==> src/rtl/booth_pp_accum_pkg.sv <==
// Shared types and helpers for the radix-4 Booth partial-product accumulator.
package booth_pp_accum_pkg;

    // Accumulator FSM: collecting partial products, or presenting a product.
    typedef enum logic [0:0] {
        S_ACC = 1'b0,
        S_OUT = 1'b1
    } acc_state_e;

    // Number of Booth digits for an operand of the given width. Unsigned
    // operands need one extra digit to absorb the implicit zero sign bit.
    function automatic int booth_npp(input int length, input bit unsigned_mode);
        int npp;
        npp = length / 2;
        if (unsigned_mode) begin
            npp = npp + 1;
        end else begin
            npp = npp + 0;
        end
        return npp;
    endfunction

endpackage

==> src/rtl/booth_pp_accum_shift.sv <==
// Combinational weighting of one Booth partial product: sign-extend the
// LENGTH+2-bit two's-complement product to 2*LENGTH bits and scale by 4^idx.
module booth_pp_shift #(
    parameter int LENGTH = 32,
    parameter int IDX_W  = 5
) (
    input  logic [LENGTH+1:0]   pp_i,
    input  logic [IDX_W-1:0]    idx_i,
    output logic [2*LENGTH-1:0] term_o
);

    logic [2*LENGTH-1:0] pp_sext_s;
    logic [IDX_W:0]      shamt_s;

    // Sign-extend, then shift left by two bits per digit position (bits shifted
    // past 2*LENGTH are dropped, giving the mod 2^(2*LENGTH) wrap).
    always_comb begin
        pp_sext_s = {{(LENGTH-2){pp_i[LENGTH+1]}}, pp_i};
        shamt_s   = {idx_i, 1'b0};
        term_o    = pp_sext_s << shamt_s;
    end

endmodule

==> src/rtl/booth_pp_accum.sv <==
// Consumer end of the radix-4 Booth partial-product stream. Accumulates NPP
// weighted partial products (least-significant digit first) and presents the
// 2*LENGTH-bit product on a valid/ready output.
// The operand mode comes from the UNSINGED_BOOTH macro supplied by the shared
// build include; when defined an extra Booth digit is expected.
module booth_pp_accum
    import booth_pp_accum_pkg::*;
#(
    parameter int LENGTH = 32
) (
    input  logic                clk_i,
    input  logic                rst_n_i,
    input  logic                clr_i,
    input  logic [LENGTH+1:0]   pp_i,
    input  logic                pp_valid_i,
    output logic                pp_ready_o,
    output logic [2*LENGTH-1:0] prod_o,
    output logic                prod_valid_o,
    input  logic                prod_ready_i,
    output logic                busy_o
);

`ifdef UNSINGED_BOOTH
    localparam bit UNS_MODE = 1'b1;
`else
    localparam bit UNS_MODE = 1'b0;
`endif
    localparam int NPP   = booth_npp(LENGTH, UNS_MODE);
    localparam int IDX_W = $clog2(NPP + 1);
    localparam int PW    = 2 * LENGTH;

    localparam logic [IDX_W-1:0] IDX_ZERO = {IDX_W{1'b0}};
    localparam logic [IDX_W-1:0] IDX_ONE  = IDX_W'(1);
    localparam logic [IDX_W-1:0] IDX_LAST = IDX_W'(NPP - 1);
    localparam logic [PW-1:0]    ACC_ZERO = {PW{1'b0}};

    acc_state_e        state_q, state_d;
    logic [PW-1:0]     acc_q, acc_d;
    logic [IDX_W-1:0]  idx_q, idx_d;
    logic [PW-1:0]     prod_q, prod_d;
    logic              prod_valid_q, prod_valid_d;
    logic              busy_q, busy_d;

    logic [PW-1:0]     term_s;
    logic [PW-1:0]     sum_s;

    booth_pp_shift #(
        .LENGTH (LENGTH),
        .IDX_W  (IDX_W)
    ) u_shift (
        .pp_i   (pp_i),
        .idx_i  (idx_q),
        .term_o (term_s)
    );

    // Next-state logic: clear beats any handshake; otherwise accumulate in
    // S_ACC and hold the product in S_OUT until the consumer takes it.
    always_comb begin
        state_d      = state_q;
        acc_d        = acc_q;
        idx_d        = idx_q;
        prod_d       = prod_q;
        prod_valid_d = prod_valid_q;
        sum_s        = acc_q + term_s;

        if (clr_i) begin
            state_d      = S_ACC;
            acc_d        = ACC_ZERO;
            idx_d        = IDX_ZERO;
            prod_valid_d = 1'b0;
        end else begin
            case (state_q)
                S_ACC: begin
                    if (pp_valid_i) begin
                        if (idx_q == IDX_LAST) begin
                            prod_d       = sum_s;
                            prod_valid_d = 1'b1;
                            acc_d        = ACC_ZERO;
                            idx_d        = IDX_ZERO;
                            state_d      = S_OUT;
                        end else begin
                            acc_d = sum_s;
                            idx_d = idx_q + IDX_ONE;
                        end
                    end else begin
                        state_d = S_ACC;
                    end
                end
                S_OUT: begin
                    if (prod_ready_i) begin
                        prod_valid_d = 1'b0;
                        state_d      = S_ACC;
                    end else begin
                        state_d = S_OUT;
                    end
                end
                default: begin
                    state_d      = S_ACC;
                    acc_d        = ACC_ZERO;
                    idx_d        = IDX_ZERO;
                    prod_valid_d = 1'b0;
                end
            endcase
        end

        busy_d = (idx_d != IDX_ZERO);
    end

    // State, accumulator, digit counter and output registers.
    always_ff @(posedge clk_i or negedge rst_n_i) begin
        if (!rst_n_i) begin
            state_q      <= S_ACC;
            acc_q        <= ACC_ZERO;
            idx_q        <= IDX_ZERO;
            prod_q       <= ACC_ZERO;
            prod_valid_q <= 1'b0;
            busy_q       <= 1'b0;
        end else begin
            state_q      <= state_d;
            acc_q        <= acc_d;
            idx_q        <= idx_d;
            prod_q       <= prod_d;
            prod_valid_q <= prod_valid_d;
            busy_q       <= busy_d;
        end
    end

    assign pp_ready_o   = (state_q == S_ACC);
    assign prod_o       = prod_q;
    assign prod_valid_o = prod_valid_q;
    assign busy_o       = busy_q;

endmodule

==> config.mk <==
export PLATFORM = sky130hd
export DESIGN_NAME = booth_pp_accum
export DESIGN_NICKNAME = d
export VERILOG_FILES = /design/src/rtl/booth_pp_accum_pkg.sv /design/src/rtl/booth_pp_accum_shift.sv /design/src/rtl/booth_pp_accum.sv
export SDC_FILE = /design/constraint.sdc
export NUM_CORES = 1
export LEC_CHECK = 0
export ABC_AREA = 1
export CAP_MARGIN = 0
export CORE_MARGIN = 1
export CORE_UTILIZATION = 55
export DETAILED_ROUTE_END_ITERATION = 10
export GPL_TIMING_DRIVEN = 0
export PLACE_DENSITY = 0.85
export SETUP_SLACK_MARGIN = 0.4
export SLEW_MARGIN = 20
export SYNTH_ARGS = -nofsm -noshare
export SYNTH_HDL_FRONTEND = slang
export SYNTH_SLANG_ARGS = --single-unit
==> constraint.sdc <==
create_clock -name clk_i -period 3.9 [get_ports clk_i]
set_clock_uncertainty 0.2 [all_clocks]
set_input_delay 0.78 -clock clk_i [delete_from_list [all_inputs] [get_ports clk_i]]
set_output_delay 0.78 -clock clk_i [all_outputs]
set_load 0.005 [all_outputs]
# == Yosys cells after proc, flatten, opt, wreduce, memory -nomap -nowiden ==
# Cells that the tools add are included.
# word_totals
reg_bits,136
latchBits,0
ramBits,0
mem_bits_ro,0
input_bits,39
out_inout_bits,67
word_cells,39
mem_count,0
# op_classes
addsub,2
multipliers,0
n_div,0
order_cmp,0
n_eq_ne,5
shifts,1
muxes,18
n_bitwise,2
n_reduce_logical,5
# ops
cell,count
$mux 64,4
$add 64x64->64,1
$shl 64x6->64,1
$mux 5,4
$mux 1,8
$ne 3x3->1 const B,2
$add 5x1->5 const B,1
$eq 5x4->1 const B,1
$reduce_bool 5->1,1
$pmux 1 s2,2
$reduce_and 4->1,1
$ne 3x2->1 const B,1
$reduce_and 3->1,1
$ne 2x2->1 const B,1
$not 1->1,2
$reduce_and 2->1,1
$reduce_bool 2->1,1

# == Longest topological paths before layout ==
# Gate-level depths: netlist of the first run.
# logic_depth
ltp_word,6
mapped_depth,26
mapped_depth_nobuf,24

# == By module ==
# From an unflattened synthesis of the first run, not the netlist that was laid out.
# hier_totals
hier_cells,2347
area_unflattened_um2,13508.0
# by_module_without_submodules
module,instances,cells_per_inst,area_per_inst_um2,seq_area_each_um2
booth_pp_accum,1,1803,10869.2,3403.3
booth_pp_shift,1,544,2638.8,0.0

# == Least setup slack after synthesis of the first run ==
# Ideal clock, no wire load.
# synth_timing
path_type,input-to-reg
start,input port pp_i[16]
end,register acc_q[24]
setup_time_ns,0.117
arrival_ns,2.787
required_ns,3.583
setup_slack_ns,0.795
stages,15
n_path_buf,0
cell_sequence,mux2i_1 o21ai_0 nand2_1 o21ai_0 o21ai_0 nor2_1 ha_1 nand2_1 inv_1 a21oi_1 o21bai_1 nand3b_1 or2_2 nand3_1 nand2_1
# synth_via
elab_chain_len,6
# synth_rtl
element,line,source
start: declaration,booth_pp_accum.sv:14,"input logic [LENGTH+1:0] pp_i,"
$shl 64x6->64,booth_pp_accum_shift.sv:20,term_o = pp_sext_s << shamt_s;
$add 64x64->64,booth_pp_accum.sv:64,sum_s = acc_q + term_s;
$mux 64,booth_pp_accum.sv:75,if (idx_q == IDX_LAST) begin
$mux 64,booth_pp_accum.sv:74,if (pp_valid_i) begin
$mux 64,booth_pp_accum.sv:72,case (state_q)
$mux 64,booth_pp_accum.sv:66,if (clr_i) begin
end signal: assignment,booth_pp_accum.sv:113,acc_q <= ACC_ZERO;
end signal: assignment,booth_pp_accum.sv:120,acc_q <= acc_d;
end: declaration,booth_pp_accum.sv:38,"logic [PW-1:0] acc_q, acc_d;"
# Every way passes these cells. The select of a mux whose other input is x is not followed.
# A chain may end at the register's enable or synchronous reset.

# == Worst setup path in the final report of the first run ==
# layout_timing
start,register idx_q[0]
end,"register prod_q[38], in the netlist prod_o[38]"
# layout_via
elab_chain_len,2
word_cells_on_any_way,4
classes_between,1 x add/sub; 1 x eq/ne; 1 x shift; 1 x reduce/logical
# layout_rtl
element,line,source
start: declaration,booth_pp_accum.sv:39,"logic [IDX_W-1:0] idx_q, idx_d;"
start signal: assignment,booth_pp_accum.sv:121,idx_q <= idx_d;
$shl 64x6->64 / $eq 5x4->1 (equally long branches),"booth_pp_accum_shift.sv:20, booth_pp_accum.sv:75",
$add 64x64->64 / $reduce_and 4->1 (equally long branches),n/a,
end signal: assignment,booth_pp_accum.sv:122,prod_q <= prod_d;
end: declaration,booth_pp_accum.sv:40,"logic [PW-1:0] prod_q, prod_d;"
# Parallel ways exist; a longest one is shown, timed or not.

==> results.md, run 1 <==
* Status: finished, violations left
* Failing checks: negative setup slack
* Die Width at 153 um
* GPL Wtd Cong at 1.09
* Cell Pwr Density at about 770 mW/mm^2
* Xor/xnor cell area share of the yosys netlist at 2.34%
* Post-layout min period at about 4.0 ns
* Share of layout cells above drive strength 1 at between 20% and 30%
* Max Slew Vio Count at 0
* Worst-margin pin slew at approximately 1.1 ns
* Setup CP Type: reg2reg
* Post-synth top area cell: dfrtp_1
* Dpl hpwl at 41,500 um
* Filler instances at between 1,500 and 2,000
* Clk sinks at 136
* I/O Pins at approximately 110
* Net Sw Frac at a little over half
* Reg area at between 0.003 and 0.004 mm^2
* Root buffer cell: clkbuf_16
* Worst skew pair latency at between 0.4 and 0.5 ns
* Mapped Nets at between 2,000 and 2,500
* First-pass GRT wire length at slightly above 80,000 um
* Top post-synthesis cells by area: dfrtp_1, nand2_1, inv_1, ha_1, nand3_1
* Worst Reg-to-Reg Cells at 24
* Final hold violation count at 0
* Sequential area share after synthesis at 27.0%
* Max_cap viols at 0
* Dpl cell area at between 0.01 and 0.015 mm^2
* Setup_tns at -0.240 ns
* Die span in y at between 150 and 200 um
* Main combinational cell family by area after synthesis: simple AND/OR/NAND/NOR gates
* Max FO, Critical Path at 7
* NumNets Final at roughly 2,400
* Mapped Area at around 0.013 mm^2
* Req. time, crit path at 4.04 ns
* Pleak at 9.28 nW
* Initial antenna violation count at 2
* Switching Power at 7.51 mW
* Crit start category: register
* Area of the multi-input gates at ~0.010 mm^2
* Vias in the first global route at 14,700
* Worst setup EP type: register
* Register share of total power at 13.4%
* Most frequent cell after synthesis: nand2_1
* Worst reg2reg startpoint: idx_q[0]$_DFF_PN0_
* Crit path launch: idx_q[0]$_DFF_PN0_
* Reg clk slew, reported paths at ~0.070 ns
* First DRT Iteration DRCs at between 1,500 and 2,000
* Cell internal pwr at between 6 and 7 mW
* H-tree depth at 4
* Vias/cell at approximately 6.2
* List of most frequent post-synthesis cells: nand2_1, inv_1, nor2_1, dfrtp_1, nand3_1
* IO Port Bufs at 105
* TritonCTS Buffers at 17
* Clk buf depth at 2
* Adder and majority cell fraction of the synthesized area at between 6 and 7%
* # DRC at 0
* Synth cell types at 46
* Final Setup Violations at 7
* Worst Slack Setup Final at -0.0731 ns
* Synth async-reset ratio at 100%
* WL per Instance at between 20 and 25 um
* Synth-to-Final Area Change at 43.6%
* Starting density of the core at between 50% and 60%
* Clk pwr share at between 10% and 20%
* Ys flop type: dfrtp_1
* Final worst-path cycle share at 102%
* Peak supply drop at ~0.00065 V
* Largest net degree at the start of global routing at 72
* EDFF count, synth at 0
* Final Cell Area at roughly 0.018 mm^2
* Area share of the largest cell type after synthesis at a little over a quarter
* Slew HR at 25.5%
* DRT Wirelength at 60,900 um
* Mux cell area share after synthesis at less than 1%
* Synth Area in Compound Gates at ~11%
* RSZ-0062 raised after global routing: yes
* CTS tree: built
* Row Count at 55
* Min-delay worst type: in2async
* All-layer global routing usage at 46.8%
* Simple-gate share of the synthesized area at 41.3%
* Upper clock frequency limit at 0.252 GHz
* Die ar. at 0.0236 mm^2
* Vias at about 16,000
* Setup Slack @ Placement at -0.973 ns
* Syn Area/Cell at just under 6 um^2
* Synth warnings at 0
* DR pass1 iterations at 7
* Synth Register Bits at 136
* Overflow left after global routing at 0
* # hold bufs at CTS at 0
* Crit path DAT at between 4 and 5 ns
* Mapped Cells at ~2,100
* Post-route ant nets at 0
* Core Area at 0.0226 mm^2
* Logic pwr share at 72.9%
-- power by group through the flow --
stage | clock network, mW | registers, mW | logic [mW]
after floorplan | 0 | 1.76 | 4.33
after global placement | 0 | 1.80 | 6.12
after detailed placement | 0 | 1.81 | 6.23
after CTS | 1.88 | 1.82 | 8.07
after global routing | 1.92 | 1.88 | 10.5
final | 1.91 | 1.86 | 10.1
-- through the flow --
step / utilization (%) / hold slack, ns / cells / total power, mW
6_report: 80.3 / 0.0423 / 2624 / 13.9
3_3_place_gp: 62.1 / 0.263 / 2507 / 7.92
5_1_grt: 80.3 / 0.110 / 2622 / 14.3
2_1_floorplan: - / 0.255 / 2117 / 6.10
4_1_cts: 73.8 / 0.0861 / 2594 / 11.8
3_5_place_dp: 62.3 / 0.265 / 2508 / 8.03
-- registers in the layout, summed over array words and instances, names as in the netlist --
signal,count
acc_q,64
busy_o,1
idx_q,5
prod_o,64
prod_valid_o,1
state_q,1
-- final timing paths --
kind	endpoint	slack (ns)
min in group clk_i	prod_o[54]$_DFFE_PN0P_	0.28
setup / recovery	prod_o[38]$_DFFE_PN0P_	-0.07
setup reg to reg	prod_o[38]$_DFFE_PN0P_	-0.07
hold reg to reg	prod_o[54]$_DFFE_PN0P_	0.28
hold / removal	prod_o[37]$_DFFE_PN0P_	0.04
max in group asynchronous	idx_q[4]$_DFF_PN0_	2.64
-- routing by layer --
metal  track usage, %  wire, um
met1             56.8     21300
met4             32.1      5570
met3             12.1      8390
met2             73.1     25600
met5                0        55
-- cell type report --
| cell class | count | area share (%) |
|---|---|---|
| sequential | 136 | 18.8 |
| buffer | 64 | 2.33 |
| clock inverter | 13 | 1.20 |
| clock buffer | 18 | 2.37 |
| multi-input combinational | 1635 | 57.5 |
| timing repair buffer | 189 | 9.89 |
| inverter | 282 | 5.92 |
| tap | 285 | 1.97 |
| antenna | 2 | 0.0276 |
-- placed cells by master, fill, tap and decap left out, types with 24 or more instances in the layout --
cell	count
nand2_1	760
inv_1	257
dfrtp_1	135
nand2_2	124
nand3_1	109
clkdlybuf4s50_1	83
buf_4	77
nor2_1	67
nor2_2	59
o21ai_1	46
nor2_4	43
a21oi_2	39
o21ai_0	35
ha_4	35
o21ai_2	32
nand2_4	31
a21oi_1	31
nand3_2	24
-- worst max-delay path, cell delays in order, from the launching register on --
cell and delay, ns:
dfrtp_1 0.41, buf_8 0.20, buf_12 0.16, mux2i_4 0.26, nand2_1 0.13, o21ai_2 0.11
nand2_1 0.09, o21ai_2 0.07, buf_6 0.19, nand2_2 0.09, o21ai_4 0.20, nor2_2 0.09
ha_4 0.24, buf_4 0.15, nand2_4 0.09, inv_1 0.05, nand2_1 0.06, nand2_1 0.07
inv_1 0.08, nand2_2 0.13, a21oi_2 0.22, nand2_2 0.12, xor2_2 0.20, nand2_2 0.15
nand2_1 0.06
-- repair_timing --
item	4_1_cts	5_1_grt
setup endpoints to repair	106	98
gates resized for setup	442	294
gates cloned	0	2
pin swaps	118	114
buffers inserted	55	26
-- logic make-up (layout without fill, tap and decap cells) --
group                      count (synthesis)  in the layout
AOI/OAI and AO/OA                        260            260
xor gates and xnor gates                  32             32
adders and majority gates                 65             65
buffers and inverters                    346            566
DFF                                      136            136
muxes                                     10             10
other                                      0              2
and+or+nand+nor                         1268           1268
Note: power is estimated with default switching activity, not from simulation.
==> run 2, diff against run 1 <==
--- a/config.mk
+++ b/config.mk
@@ -9,8 +9,10 @@
 export CAP_MARGIN = 0
 export CORE_MARGIN = 1
 export CORE_UTILIZATION = 55
+export CTS_BUF_LIST = sky130_fd_sc_hd__clkbuf_8
 export DETAILED_ROUTE_END_ITERATION = 10
 export GPL_TIMING_DRIVEN = 0
+export HOLD_SLACK_MARGIN = 0.15
 export PLACE_DENSITY = 0.85
 export SETUP_SLACK_MARGIN = 0.4
 export SLEW_MARGIN = 20
==> constraint.sdc (replaced) <==
create_clock -name clk_i -period 4.44 [get_ports clk_i]
set_clock_uncertainty 0.2 [all_clocks]
set_input_delay 0.888 -clock clk_i [delete_from_list [all_inputs] [get_ports clk_i]]
set_output_delay 0.888 -clock clk_i [all_outputs]
set_load 0.005 [all_outputs]
==> run 2 against run 1 <==
- the run now ends clean
- critical path depth down 4
- global-route usage fell by 3.1 points
- sequential share of layout area increased by 3.3 points
- flip-flop and latch count unchanged
- sequential power is 15% lower
- die area unchanged
- core utilization down 12 points
- first-iteration DRC count down 23%
- largest power group unchanged
==> results.md, run 2 (synthesis results as in run 1) <==
* Max_cap viols at 0 (unchanged)
* Pleak at 8.25 nW (-11%)
* Min-delay worst type: reg2reg
* Cell Pwr Density at 601 mW/mm^2 (-22%)
* Largest net degree at the start of global routing at 72 (unchanged)
* GPL Wtd Cong at 1.09 (unchanged)
* Crit start category: input pin
* DP Cell Count at 2,508 (unchanged)
* H-tree depth at 4 (unchanged)
* Vias/cell at 5.72 (-8.3%)
* Worst skew pair latency at 0.48 ns (+0.02 ns)
* Post-route ant nets at 0 (unchanged)
* IO Port Bufs at 105 (unchanged)
* Vias in the first global route at 13,500 (-8.4%)
* Critical path cell sequence: clkdlybuf4s50_1 > nand2_1 > nand2_1 > nor2_1 > a31oi_1 > nand2_1 > o21ai_0 > o21ai_2 > a21oi_1 > ha_1 > nand2_1 > nor2_1 > nand2_1 > nand3_1 > a21oi_1 > nand2_1 > a21oi_1 > nand2_1 > nand3_2 > nand2_1
* Slowest Stage Delay on Critical Path at 0.50 ns (+0.09 ns)
* Slew HR at 37.4% (+12 points)
* Most common cell after layout, fill and taps aside: nand2_1
* Largest delay share family, worst path: compound AO/OA/AOI/OAI gates
* TritonCTS Buffers at 17 (unchanged)
* Overflow left after global routing at 0 (unchanged)
* Dpl hpwl at 41,500 um (unchanged)
* Upper clock frequency limit at between 0.2 and 0.25 GHz
* Setup slack, reg-to-reg at 0.46 ns (+0.53 ns)
* Starting density of the core at 55.9% (unchanged)
* All-layer global routing usage at 43.7% (-3.1 points)
* Setup_tns at 0 ns (+0.240 ns)
* Initial antenna violation count at 0 (-2)
* Peak supply drop at 0.000446 V (-31%)
* Clk buf depth at 2 (unchanged)
* DRT Wirelength at 51,300 um (-16%)
* Final worst-path cycle share at between 90% and 100%
* N_diodes at 0 (-2)
* First-pass GRT wire length at 76,400 um (-7.4%)
* Share of layout cells above drive strength 1 at 12.8% (-16 points)
* Worst-margin pin slew at 0.939 ns (-0.179 ns)
* NumNets Final at 2,367 (-2.6%)
* Req. time, crit path at 4.62 ns (+0.58 ns)
* Final hold violation count at 0 (unchanged)
* Status: complete, no violations
* Synth-to-Final Area Change at 22.0%
* Post-layout min period at 4.01 ns
* Die ar. at 0.0236 mm^2 (unchanged)
* Most frequent cells in the layout: nand2_1, inv_1, dfrtp_1, nand3_1, nor2_1
* Worst path slowest cell: clkdlybuf4s50_1
* Filler instances at 2,089 (+39%)
* Reg clk slew, reported paths at 0.10 ns (+0.03 ns)
* I/O Pins at 106 (unchanged)
* Worst setup EP type: register
* Final Setup Violations at 0 (-7)
* DR pass1 iterations at 6 (-1)
* Crit path buffers/inverters at 1 (-5)
* Crit path DAT at 4.19 ns (+0.08 ns)
* Setup CP Type: in2reg
* First DRT Iteration DRCs at 1,504 (-23%)
* Core Area at 0.0226 mm^2 (unchanged)
* CP dominant cell by count: nand2_1
* Root buffer cell: clkbuf_8
* Max FO, Critical Path at 5 (-2)
* Final cell count without fillers at 2,560 (-2.4%)
* Max Slew Vio Count at 0 (unchanged)
* # DRC at 0 (unchanged)
* Die Width at 153 um (unchanged)
* Final Cell Area at 0.0154 mm^2 (-15%)
* Dpl cell area at 0.0141 mm^2 (unchanged)
* Die span in y at 153 um (unchanged)
* Vias at 14,600 (-11%)
* Row Count at 55 (unchanged)
* RSZ-0062 raised after global routing: yes
* CTS tree: built
* Clk sinks at 136 (unchanged)
* WL per Instance at 20.0 um (-14%)
[run 2: what timing repair did]
| action | 4_1_cts | 5_1_grt |
|---|---|---|
| pin swaps | 1 | 28 |
| buffers inserted | 2 | 18 |
| hold endpoints to repair | 1 | 0 |
| gates resized for setup | 53 | 173 |
| hold buffers | 1 | 0 |
| setup endpoints to repair | 89 | 86 |
[run 2: metal layers]
metal | routed length [um] | share of wire (%) | vias to the layer above | track usage (%)
li1 | - | - | 6918 | -
met1 | 20000 | 39 | 6698 | 55.7
met2 | 22200 | 43 | 824 | 68.1
met3 | 5540 | 11 | 198 | 9.07
met4 | 3530 | 6.9 | 0 | 26.9
met5 | 0 | 0 | - | 0
[run 2: power breakdown]
group | switching, mW | internal, mW | total (mW) | leakage [nW]
Combinational | 4.35 | 2.04 | 6.39 | 6.17
Sequential | 0.151 | 1.44 | 1.59 | 1.85
Clock | 0.606 | 0.673 | 1.28 | 0.225
[run 2: metrics by stage]
stage | worst slack [ns] | hold WS, ns | util (%) | power (mW)
after floorplan | 1.23 | 0.255 | - | 5.35
after global placement | -3.14 | 0.263 | 62.1 | 6.96
after detailed placement | -0.541 | 0.265 | 62.3 | 7.06
after CTS | 0.383 | 0.287 | 65.0 | 8.43
after global routing | 0.320 | 0.291 | 68.2 | 9.76
final | 0.425 | 0.284 | 68.2 | 9.25
[run 2: final cells by class]
class | count | area, um^2 | area share [%]
Buffer | 64 | 333 | 2.16
Clock buffer | 17 | 234 | 1.52
Clock inverter | 14 | 221 | 1.44
Inverter | 282 | 1060 | 6.89
Multi-Input combinational cell | 1635 | 8540 | 55.5
Sequential cell | 136 | 3400 | 22.1
Tap cell | 285 | 357 | 2.32
Timing Repair Buffer | 127 | 1250 | 8.10
[run 2: final timing paths]
path / start / endpoint / cells after the start
setup reg to reg: idx_q[1]$_DFF_PN0_ / prod_o[36]$_DFFE_PN0P_ / 19
setup / recovery: pp_i[17] / prod_o[63]$_DFFE_PN0P_ / 20
max in group asynchronous: rst_n_i / acc_q[9]$_DFFE_PN0P_ / 3
min in group asynchronous: rst_n_i / prod_o[37]$_DFFE_PN0P_ / 2
hold / removal: prod_o[55]$_DFFE_PN0P_ / prod_o[55]$_DFFE_PN0P_ / 2
hold reg to reg: prod_o[55]$_DFFE_PN0P_ / prod_o[55]$_DFFE_PN0P_ / 2
[run 2: tightest hold or removal path, delay by kind of cell (launching register included)]
family	cells	cell delay, ns
flip-flops	1	0.35
AND/OR/NAND/NOR	2	0.11
==> run 3, diff against run 2 <==
--- a/config.mk
+++ b/config.mk
@@ -9,13 +9,12 @@
 export CAP_MARGIN = 0
 export CORE_MARGIN = 1
 export CORE_UTILIZATION = 55
-export CTS_BUF_LIST = sky130_fd_sc_hd__clkbuf_8
 export DETAILED_ROUTE_END_ITERATION = 10
 export GPL_TIMING_DRIVEN = 0
 export HOLD_SLACK_MARGIN = 0.15
 export PLACE_DENSITY = 0.85
 export SETUP_SLACK_MARGIN = 0.4
-export SLEW_MARGIN = 20
 export SYNTH_ARGS = -nofsm -noshare
 export SYNTH_HDL_FRONTEND = slang
 export SYNTH_SLANG_ARGS = --single-unit
+export TNS_END_PERCENT = 30
==> run 3 against run 2 <==
- the flow now finishes with violations (design-rule violations)
- critical path type unchanged
- via count grew 1.0%
- largest power group unchanged
- clock power rose by 30%
- count of clock-buffer cells in the layout increased by 1
- setup slack worse by 0.11 ns
- final area is 1.7% higher
- final cell count about the same
- non-clock buffer count decreased by 1
- fmax shrank 2.6%
- sequential power barely moved
- critical path depth shrank 2
- hold slack lost 0.076 ns
- largest cell class unchanged
==> results.md, run 3 (synthesis results as in run 1) <==
* Share of layout cells above drive strength 1 at 13.4% (+0.53 points)
* Vias at 14,800 (+1.0%)
* Reg clk slew, reported paths at 0.06 ns (-0.04 ns)
* Setup Slack @ Placement at -0.524 ns (+0.0162 ns)
* Max FO, Critical Path at 4 (-1)
* Worst skew pair latency at 0.44 ns (-0.04 ns)
* Min-delay worst type: in2async
* Wire length on met2 at 22,900 um (+3.2%)
* NumNets Final at 2,366 (-0.042%)
* Worst reg2reg startpoint: idx_q[0]$_DFF_PN0_
* RSZ-0062 raised after global routing: yes
* Slew HR at 38.2% (+0.79 points)
* Req. time, crit path at 4.56 ns (-0.06 ns)
* Worst hold slack at 0.208 ns (-0.0758 ns)
* Post-layout min period at 4.12 ns (+0.107 ns)
* First-pass GRT wire length at 76,600 um (+0.20%)
* Worst-margin pin slew at 0.927 ns (-0.0118 ns)
* Most common cell after layout, fill and taps aside: nand2_1
* Final hold violation count at 0 (unchanged)
* DR pass1 iterations at 8 (+2)
* Setup CP Type: in2reg
* Final Power at 9.75 mW (+5.4%)
* N_diodes at 0 (unchanged)
* Clk buf depth at 2 (unchanged)
* Final cell count without fillers at 2,559 (-0.039%)
* H-tree depth at 4 (unchanged)
* Root buffer cell: clkbuf_16
* I/O Pins at 106 (unchanged)
* Setup_tns at 0 ns (unchanged)
* Crit path launch: pp_i[16]
* Met3 WL post-DR at 5520 um (-0.40%)
* Overflow left after global routing at 0 (unchanged)
* Uppermost layer routed: met5
* Vias in the first global route at 13,600 (+0.68%)
* CTS tree: built
* Upper clock frequency limit at 0.243 GHz (-2.6%)
* Final Setup Violations at 0 (unchanged)
* Worst setup EP type: register
* # DRC at 1 (+1)
* Synth-to-Final Area Change at 24.1%
* Max Slew Vio Count at 0 (unchanged)
* DRT Wirelength at 52,200 um (+1.7%)
* Row Count at 55 (unchanged)
* Initial antenna violation count at 1 (+1)
* Pleak at 8.37 nW (+1.4%)
* IO Port Bufs at 105 (unchanged)
* All-layer global routing usage at 43.8% (+0.092 points)
* Cell Pwr Density at 623 mW/mm^2 (+3.6%)
* Die Width at 153 um (unchanged)
* Worst Slack Setup Final at 0.319 ns (-0.107 ns)
* Post-route ant nets at 0 (unchanged)
* WL per Instance at 20.4 um (+1.7%)
* Crit path DAT at 4.24 ns (+0.05 ns)
* Clk sinks at 136 (unchanged)
* Vias/cell at 5.78 (+1.1%)
* Failing checks: design-rule violations
* Max_cap viols at 0 (unchanged)
* Peak supply drop at 0.000464 V (+3.9%)
* TritonCTS Buffers at 17 (unchanged)
* Core Area at 0.0226 mm^2 (unchanged)
* First DRT Iteration DRCs at 1,451 (-3.5%)
* Final worst-path cycle share at 92.8% (+2.4 points)
* Status: finished, violations left
* Crit start category: input pin
* Filler instances at 2,025 (-3.1%)
* Starting density of the core at 55.9% (unchanged)
* Met1 Routed Length at 20,400 um (+1.6%)
* Die ar. at 0.0236 mm^2 (unchanged)
* Most frequent cells in the layout: nand2_1, inv_1, dfrtp_1, nand3_1, nor2_1
* Die span in y at 153 um (unchanged)
* DP Cell Count at 2,508 (unchanged)
* Dpl hpwl at 41,500 um (about the same)
* Largest net degree at the start of global routing at 72 (unchanged)
* GPL Wtd Cong at 1.09 (unchanged)
## run 3: final timing paths
| path | to | slack, ns | depth (start not counted) |
|---|---|---|---|
| hold reg to reg | prod_o[55]$_DFFE_PN0P_ | 0.28 | 2 |
| setup reg to reg | prod_o[40]$_DFFE_PN0P_ | 0.45 | 19 |
| setup / recovery | prod_o[40]$_DFFE_PN0P_ | 0.32 | 18 |
| min in group clk_i | prod_o[55]$_DFFE_PN0P_ | 0.28 | 2 |
| max in group asynchronous | acc_q[9]$_DFFE_PN0P_ | 3.01 | 2 |
| hold / removal | prod_o[37]$_DFFE_PN0P_ | 0.21 | 1 |
## run 3: critical path, cell delays in order
cell and delay, ns:
clkdlybuf4s50_1 0.45, mux2i_2 0.23, o21ai_2 0.15, nand2_1 0.10
o21ai_2 0.09, o21ai_2 0.39, nor2_4 0.11, ha_1 0.38
nand2_1 0.12, nor2_1 0.15, inv_1 0.11, o21bai_1 0.26
nand3b_1 0.28, nand2_2 0.13, nand2_1 0.09, nand2_1 0.06
nand3_1 0.16, nand2_1 0.08
## run 3: what timing repair did
item                                    CTS  global route
resized for setup                        60           187
endpoints found under the hold margin     0             0
setup buffers                             1            19
pin swaps                                 3            30
endpoints found under the setup margin   93            88
hold buffers                              0             0
## run 3: layer usage
layer / GRT usage (%) / vias up
li1: - / 6911
met1: 55.1 / 6840
met2: 68.9 / 843
met3: 9.16 / 194
met4: 27.2 / 2
met5: 0 / -
## run 3: power by group
group          switching (mW)  internal (mW)
clock                   0.664           1.00
combinational            4.42           2.07
sequential              0.153           1.44
total                    5.24           4.51
## run 3: area by class of cell
cell class,count,area [um^2],area share (%)
Tap cell,285,357,2.28
Multi-Input combinational cell,1635,8620,55.1
Inverter,282,1060,6.78
Sequential cell,136,3400,21.7
Clock inverter,13,218,1.39
Buffer,64,333,2.13
Timing Repair Buffer,126,1230,7.87
Clock buffer,18,429,2.74
## run 3: stage by stage
| step | cell area (um^2) | utilization [%] |
|---|---|---|
| after detailed placement | 14100 | 62.3 |
| after CTS | 14800 | 65.8 |
| after global routing | 15700 | 69.4 |
| after floorplan | 12600 | - |
| final | 15700 | 69.4 |
| after global placement | 14000 | 62.1 |
